[src/rtl/msk_aes_mixcol_pipe_if.sv]
// msk_aes_mixcol_pipe_if: column stream handshake bundle for the masked MixColumns pipe
interface msk_aes_mixcol_pipe_if #(parameter int d = 2);
    logic            in_valid;
    logic            in_ready;
    logic [32*d-1:0] in_col;
    logic [1:0]      in_mode;
    logic            out_valid;
    logic            out_ready;
    logic [32*d-1:0] out_col;
    logic            out_last;
    logic            busy;
    modport master (output in_valid, in_col, in_mode, out_ready,
                    input  in_ready, out_valid, out_col, out_last, busy);
    modport slave  (input  in_valid, in_col, in_mode, out_ready,
                    output in_ready, out_valid, out_col, out_last, busy);
endinterface

[src/rtl/msk_aes_mixcol_pipe.sv]
// msk_aes_mixcol_pipe: share-wise masked AES (Inv)MixColumns, two-stage elastic pipeline
module msk_aes_mixcol_pipe #(
    parameter int d    = 2,
    parameter int NCOL = 4
) (
    input  logic                  clk,
    input  logic                  rst_n,
    msk_aes_mixcol_pipe_if.slave  bus
);
    localparam int CW = NCOL > 1 ? $clog2(NCOL) : 1;
    logic            s1_v, s2_v, s1_last, s2_last, s1_ld, s2_ld, cnt_last;
    logic [1:0]      s1_mode;
    logic [32*d-1:0] s1_col, s2_col, pre, mc;
    logic [CW-1:0]   cnt;
    logic [7:0]      ai [4];
    logic [7:0]      as [4];
    logic [7:0]      ci [4];
    logic [7:0]      bo [4];
    function automatic logic [7:0] xt(input logic [7:0] x);
        return {x[6:0], 1'b0} ^ (x[7] ? 8'h1b : 8'h00);
    endfunction
    assign s2_ld         = !s2_v || bus.out_ready;
    assign s1_ld         = !s1_v || s2_ld;
    assign cnt_last      = cnt == CW'(NCOL - 1);
    assign bus.in_ready  = s1_ld;
    assign bus.out_valid = s2_v;
    assign bus.out_col   = s2_col;
    assign bus.out_last  = s2_last;
    assign bus.busy      = s1_v | s2_v;
    // Each share is unpacked, transformed and repacked on its own: no share mixing.
    always_comb begin
        pre = '0;
        mc  = '0;
        ai  = '{default: '0};
        as  = '{default: '0};
        ci  = '{default: '0};
        bo  = '{default: '0};
        for (int s = 0; s < d; s++) begin
            for (int k = 0; k < 4; k++)
                for (int b = 0; b < 8; b++) begin
                    ai[k][b] = bus.in_col[8*d*k + d*b + s];
                    as[k][b] = s1_col[8*d*k + d*b + s];
                end
            for (int k = 0; k < 4; k++) begin
                ci[k] = bus.in_mode == 2'b01 ? xt(xt(ai[k])) ^ ai[k] ^ xt(xt(ai[(k+2)%4])) : ai[k];
                bo[k] = s1_mode[1] ? as[k]
                                   : xt(as[k]) ^ xt(as[(k+1)%4]) ^ as[(k+1)%4] ^ as[(k+2)%4] ^ as[(k+3)%4];
            end
            for (int k = 0; k < 4; k++)
                for (int b = 0; b < 8; b++) begin
                    pre[8*d*k + d*b + s] = ci[k][b];
                    mc[8*d*k + d*b + s]  = bo[k][b];
                end
        end
    end
    always_ff @(posedge clk or negedge rst_n) begin
        if (!rst_n) begin
            s1_v    <= 1'b0;
            s2_v    <= 1'b0;
            s1_col  <= '0;
            s2_col  <= '0;
            s1_mode <= '0;
            s1_last <= 1'b0;
            s2_last <= 1'b0;
            cnt     <= '0;
        end else begin
            if (s2_ld) begin
                s2_v <= s1_v;
                if (s1_v) begin
                    s2_col  <= mc;
                    s2_last <= s1_last;
                end
            end
            if (s1_ld) begin
                s1_v <= bus.in_valid;
                if (bus.in_valid) begin
                    s1_col  <= pre;
                    s1_mode <= bus.in_mode;
                    s1_last <= cnt_last;
                    cnt     <= cnt_last ? '0 : cnt + 1'b1;
                end
            end
        end
    end
endmodule

[src/flat_wrapper.sv]
// flat-port wrapper written by rule: the top's interface ports become plain ports
module msk_aes_mixcol_pipe_flat 
#(
    parameter int d    = 2,
    parameter int NCOL = 4
)
  (clk, rst_n, bus_in_valid, bus_in_col, bus_in_mode, bus_out_ready, bus_in_ready, bus_out_valid, bus_out_col, bus_out_last, bus_busy);
  msk_aes_mixcol_pipe_if #(.d(d)) bus_i ();
  input  logic clk;
  input  logic rst_n;
  input wire logic [$bits(bus_i.in_valid)-1:0] bus_in_valid;
  input wire logic [$bits(bus_i.in_col)-1:0] bus_in_col;
  input wire logic [$bits(bus_i.in_mode)-1:0] bus_in_mode;
  input wire logic [$bits(bus_i.out_ready)-1:0] bus_out_ready;
  output wire logic [$bits(bus_i.in_ready)-1:0] bus_in_ready;
  output wire logic [$bits(bus_i.out_valid)-1:0] bus_out_valid;
  output wire logic [$bits(bus_i.out_col)-1:0] bus_out_col;
  output wire logic [$bits(bus_i.out_last)-1:0] bus_out_last;
  output wire logic [$bits(bus_i.busy)-1:0] bus_busy;
  assign bus_i.in_valid = bus_in_valid;
  assign bus_i.in_col = bus_in_col;
  assign bus_i.in_mode = bus_in_mode;
  assign bus_i.out_ready = bus_out_ready;
  assign bus_in_ready = bus_i.in_ready;
  assign bus_out_valid = bus_i.out_valid;
  assign bus_out_col = bus_i.out_col;
  assign bus_out_last = bus_i.out_last;
  assign bus_busy = bus_i.busy;
  msk_aes_mixcol_pipe #(.d(d), .NCOL(NCOL)) u_core (.clk(clk), .rst_n(rst_n), .bus(bus_i));
endmodule
[config.mk]
export PLATFORM = sky130hd
export DESIGN_NAME = msk_aes_mixcol_pipe_flat
export DESIGN_NICKNAME = d
export VERILOG_FILES = /design/src/rtl/msk_aes_mixcol_pipe_if.sv /design/src/rtl/msk_aes_mixcol_pipe.sv /design/src/flat_wrapper.sv
export SDC_FILE = /design/constraint.sdc
export NUM_CORES = 1
export LEC_CHECK = 0
export CORE_MARGIN = 3
export CORE_UTILIZATION = 40
export DETAILED_ROUTE_END_ITERATION = 7
export MAX_ROUTING_LAYER = met4
export PLACE_DENSITY = 0.66
export SKIP_LAST_GASP = 1
export SLEW_MARGIN = 10
export SYNTH_ARGS = -nofsm -noshare
export SYNTH_HDL_FRONTEND = slang
export SYNTH_SLANG_ARGS = --single-unit
[constraint.sdc]
create_clock -name clk -period 1.8 [get_ports clk]
set_input_delay 0.36 -clock clk [delete_from_list [all_inputs] [get_ports clk]]
set_output_delay 0.36 -clock clk [all_outputs]
set_load 0.01 [all_outputs]
=== Yosys cells after proc, flatten, opt, wreduce, memory -nomap -nowiden ===
Index checks and enable logic that the tools add are counted.

* Bits in registers: 136
* Bits in latches: 0
* Bits in writable memories: 0
* ROM bits: 0
* Output and inout bits: 68
* Word-level logic and storage cells: 131
* Memories kept: 0

* Add/sub/neg operators: 1
* Multiply operators: 0
* Div/mod/pow operators: 0
* Order comparisons: 0
* Eq/ne operators: 2
* Shift-type cells: 0
* Muxes and demuxes: 41
* Bitwise operators: 73
* Reductions and logical operators: 6

{| class="wikitable"
|+ Operators by type and width
! cell !! count
|-
| $xor A8 B8 Y8 || 70
|-
| $mux W8 || 16
|-
| $mux W5 || 24
|-
| $xor A8 B5 Y8 || 2
|-
| $reduce_and A2 Y1 || 2
|-
| $add A2 B1 Y2 const B || 1
|-
| $eq A2 B1 Y1 const B || 1
|-
| $eq A2 B2 Y1 const B || 1
|-
| $logic_not A1 Y1 || 2
|-
| $logic_or A1 B1 Y1 || 2
|-
| $mux W2 || 1
|-
| $or A1 B1 Y1 || 1
|}

=== Longest topological paths before layout ===
* Depth after elaboration: 7
* Depth in mapped cells: 6
* Mapped depth without buffers: 4

=== Worst setup path before layout ===
No wires, ideal clock.

* Path type: input -> register
* Start point: in bus_in_col[30]
* End point: reg u_core.s1_col[24]
* Library setup time: 0.082 ns
* Data arrival time: 1.512 ns
* Setup slack: 0.206 ns
* Stages on the path: 4
* Cell sequence: xnor2_2 -> xnor3_1 -> or3_1 -> a31oi_1

* Word-level cells in the longest chain between the ends: 6

{| class="wikitable"
|+ Ends and longest elaborated chain
! what !! RTL line !! RTL
|-
| from (decl) || flat_wrapper.sv:12 || <nowiki>input wire logic [$bits(bus_i.in_col)-1:0] bus_in_col;</nowiki>
|-
| $mux W5 || msk_aes_mixcol_pipe.sv:20 || <nowiki>return {x[6:0], 1'b0} ^ (x[7] ? 8'h1b : 8'h00);</nowiki>
|-
| $xor A8 B8 Y8 (2 in series) || msk_aes_mixcol_pipe.sv:20 ||
|-
| $xor A8 B8 Y8 (2 in series) || msk_aes_mixcol_pipe.sv:45 || <nowiki>ci[k] = bus.in_mode == 2'b01 ? xt(xt(ai[k])) ^ ai[k] ^ xt(xt(ai[(k+2)%4])) : ai[k];</nowiki>
|-
| $mux W8 || msk_aes_mixcol_pipe.sv:45 ||
|-
| to (signal assigned) || msk_aes_mixcol_pipe.sv:77 || <nowiki>s1_col <= pre;</nowiki>
|-
| to (decl) || msk_aes_mixcol_pipe.sv:13 || <nowiki>logic [32*d-1:0] s1_col, s2_col, pre, mc;</nowiki>
|}

No other way between the ends.
A chain may end at the register's enable or synchronous reset.

=== Worst setup path after layout ===
* Start point: reg u_core.s2_col[51], in the netlist u_core.bus.out_col[51]
* End point: out bus_out_col[51]

{| class="wikitable"
|+ RTL lines
! what !! RTL line !! RTL
|-
| from (decl) || msk_aes_mixcol_pipe.sv:13 ||
|-
| from (signal assigned) || msk_aes_mixcol_pipe.sv:70 || <nowiki>s2_col <= mc;</nowiki>
|-
| to (decl) || flat_wrapper.sv:17 || <nowiki>output wire logic [$bits(bus_i.out_col)-1:0] bus_out_col;</nowiki>
|}

No word-level cell between the ends.

==> metrics.md <==
| Metric | Value |
|---|---|
| Status | completed |
| Dominant combinational cell family by area after synthesis | XOR/XNOR gates |
| Proportion of synthesized area in mux cells | 0% |
| Fraction of synthesized cell area in xor and xnor cells | 30.7% |
| CP cell instances | clkdlybuf4s50_1 |
| Root Buffer Master | clkbuf_16 |
| Die width | 155 µm |
| Number of buffers created by CTS | 17 |
| Hold Vio Cnt, Final | 0 |
| Data arrival, critical path | 1.42 ns |
| Netlist cell types | 26 |
| Compound-cell area share of the yosys netlist | a little under an eighth |
| Transition time at the pin with the least slew margin | 0.728 ns |
| Sequential fraction of the synthesis area | 38.2% |
| CTS tree | built |
| Top Family by Delay on Critical Path | buffers and inverters |
| Router iterations before antenna repair | 5 |
| Number of max-cap violations | 0 |
| Worst Min Path Start | u_core.s1_last$_DFFE_PN0P_ |
| CTS clk-pin slew, worst paths | 0.06 ns |
| Pre-CTS setup slack | -0.309 ns |
| All-layer global routing usage | roughly 22% |
| # rows | 53 |
| Number of nets produced by synthesis | 1058 |
| Max_slew headroom | between 50% and 60% |
| Req. time, crit path | 1.44 ns |
| Average detailed-routed wire length per instance | 18.1 µm |
| Post-layout min period | roughly 1.8 ns |
| Y dimension of the die | between 150 and 200 µm |
| Number of fill cells | 1963 |
| Clock Skew | 0.00863 ns |
| Htree depth | 4 |
| Remaining Overflow, GRT | 0 |
| VDD IR-drop max | 674 µV |
| Pwr/cell area | 1420 nW/µm² |
| Maximum number of pins on one net before global-route repair | 90 |
| Total number of vias | 7386 |
| Critical path buffers and inverters | 1 |
| HPWL Detailed | 20.2 mm |
| Yosys warning count | 0 |
| Accumulated negative setup slack | 0 ns |
| Slowest library cell on the worst path | clkdlybuf4s50_1 |
| Clock tree buffer depth | 2 |
| Number of global-route vias before repair | around 7000 |
| PortBufs | 137 |
| Initial Utilization | 41.4% |
| Number of endpoints failing setup at the final stage | 0 |
| Simple logic cell fraction of the synthesized area | ~14% |
| Post-route antenna net violation count | 0 |
| Routability congestion estimate from global placement | 0.938 |
| Ratio of cells with drive above 1 in the final layout | 14.0% |
| Synth-to-Final Area Change | 32.8% |
| Total power draw | 16.6 mW |
| Wire length of the first global-routing pass | 40.4 mm |
| Largest stage delay, worst path | 0.59 ns |
| Initial antenna violation count | 1 |
| Crit path launch | u_core.bus.out_col[51]$_DFFE_PN0P_ |
| Mean cell area of the mapped netlist | 8.95 µm² |
| Max FO, Critical Path | 2 |
| Combined area of all synthesized cells | just under 9000 µm² |
| Reg-to-reg startpoint | u_core.s1_col[40]$_DFFE_PN0P_ |
| Tightest Hold Check Type | register to register |
| Unrepaired setup endpoints after global routing | no |
| Nets | 1210 |
| Wire length reported by the detailed router | around 26 mm |
| Floorplan core area | 21400 µm² |
| Average via count per standard cell | 5.17 |
| I/O Pins | 138 |
| Clock latency of the later-clocked register in the worst-skew pair | approximately 0.43 ns |
| Startpoint Class | register |
| Setup Crit Path Kind | register to output pin |
| Worst-case setup margin in the final layout | 0.0181 ns |
| Total count of max-transition violations in the final report | 0 |
| Number of remaining DRC errors | 0 |
| Clock sink count | 135 |
| Area enclosed by the die boundary | around 24000 µm² |
| Gate count of the mapped netlist | 987 |
| Max frequency | 561 MHz |
| Static Leak | between 4 and 5 nW |
| Post-route clock period utilization | a little over nine tenths |
| Number of design-rule violations left by the first detailed-router iteration | 597 |
| Seq cells post-synth | 135 |
| Post-Synth Adder-Cell Area | 0.142% |
| Endpoint type of the worst setup path | output pin |
## cells in the mapped netlist
cell type	n	area, µm²
buf_2	6	30.0
xor2_1	65	569
a31oi_1	40	250
buf_4	1	7.51
o211ai_1	64	480
nand2_1	101	379
xnor3_1	4	90.1
or3_1	40	250
nor2_1	52	195
inv_1	1	3.75
clkbuf_1	95	357
xnor2_1	219	1920
buf_1	14	52.6
and3b_1	1	8.76
dfrtp_1	135	3380
nand2b_1	5	31.3
xnor2_2	8	130
nor3_1	1	5.00
a21o_1	1	7.51
ha_1	1	12.5
nand3_1	64	320
and2_1	1	6.26
or2_2	2	12.5
o21ai_0	64	320
nor2b_1	1	6.26
buf_6	1	11.3
## worst register-to-register path: cells and delay by family, from the launching register on
| family | cells | cell delay, ns |
|---|---|---|
| flip-flops | 1 | 0.38 |
| AO/OA/AOI/OAI | 1 | 0.11 |
| XOR/XNOR | 3 | 1.00 |
## report_power, final
part           switching (mW)  internal, mW
Combinational            3.62          4.21
Clock                    1.36          2.43
Sequential              0.981          4.04
## per-stage QoR
step | cell area, µm² | hold WS [ns] | utilization (%) | cells
CTS | 11700 | 0.00487 | 54.8 | 1424
global route | 11700 | 0.514 | 55.0 | 1428
detailed placement | 11000 | 0.455 | 51.7 | 1390
finish | 11700 | 0.471 | 55.0 | 1428
floorplan | 8830 | 0.0644 | - | 987
global placement | 11000 | 0.447 | 51.7 | 1390
## layout make-up
cell class,count,area (µm²),area share (%)
Antenna cell,1,2.50,0.0213
Sequential cell,135,3380,28.8
Clock inverter,11,170,1.45
Multi-Input combinational cell,734,5020,42.8
Timing Repair Buffer,250,2350,20.0
Inverter,1,3.75,0.0320
Tap cell,275,344,2.93
Clock buffer,21,470,4.01
## logic make-up (layout without fill, tap and decap cells)
family / count (synthesis) / in the layout
buffers and inverters: 118 / 283
adder cells (fa/ha/maj): 1 / 1
AND/OR/NAND/NOR: 268 / 268
flip-flops: 135 / 135
other: 0 / 1
XOR/XNOR: 296 / 296
AO/OA/AOI/OAI: 169 / 169
## cells in the final DEF (no fill, tap or decap), types with 2 or more instances in the layout
cell type        count
a31oi_1             40
buf_12              10
buf_4              103
bufinv_16            4
clkbuf_16           17
clkbuf_8             3
clkdlybuf4s50_1    131
clkinv_2             2
clkinvlp_4           3
dfrtp_1            134
dlygate4sd2_1        2
dlymetal6s2s_1       2
nand2_1            100
nand2b_1             3
nand2b_2             2
nand3_1             64
nor2_1              52
o211ai_1            64
o21ai_0             64
or2_2                2
or3_1               40
xnor2_1            218
xnor2_2              9
xnor3_1              4
xor2_1              65
## routing by layer
metal	track usage [%]	part of all wire [%]	wire, µm	up-vias
met2	30.9	43	11000	285
met4	5.93	1.6	415	0
met1	32.8	48	12500	3486
met3	5.40	7.5	1930	33
met5	-	0	0	-
li1	-	-	-	3582
## state kept, by name, indices dropped and copies added, names as in the netlist
signal	cells
u_core.bus.out_valid	1
u_core.bus.out_last	1
u_core.s1_v	1
u_core.cnt	2
u_core.bus.out_col	64
u_core.s1_mode	1
u_core.s1_col	64
u_core.s1_last	1
## final timing paths
kind                            cells after the start                                 end  slack, ns
worst max-delay path                                1                     bus_out_col[51]       0.02
worst min-delay path                                2     u_core.bus.out_last$_DFFE_PN0P_       0.47
worst max register to register                      4   u_core.bus.out_col[8]$_DFFE_PN0P_       0.18
worst min register to register                      2     u_core.bus.out_last$_DFFE_PN0P_       0.47
max in group asynchronous                           3  u_core.bus.out_col[39]$_DFFE_PN0P_       0.79
min in group asynchronous                           3  u_core.bus.out_col[46]$_DFFE_PN0P_       0.54
## repair_timing
| item | in CTS | in global routing |
|---|---|---|
| resized for setup | 3 | 4 |
| pin swaps | 0 | 0 |
| hold buffers | 0 | 1 |
| endpoints found under the setup margin | 5 | 7 |
| buffers inserted | 2 | 2 |
| hold endpoints to repair | 0 | 4 |
No activity file was read; power rests on OpenSTA's default activity.
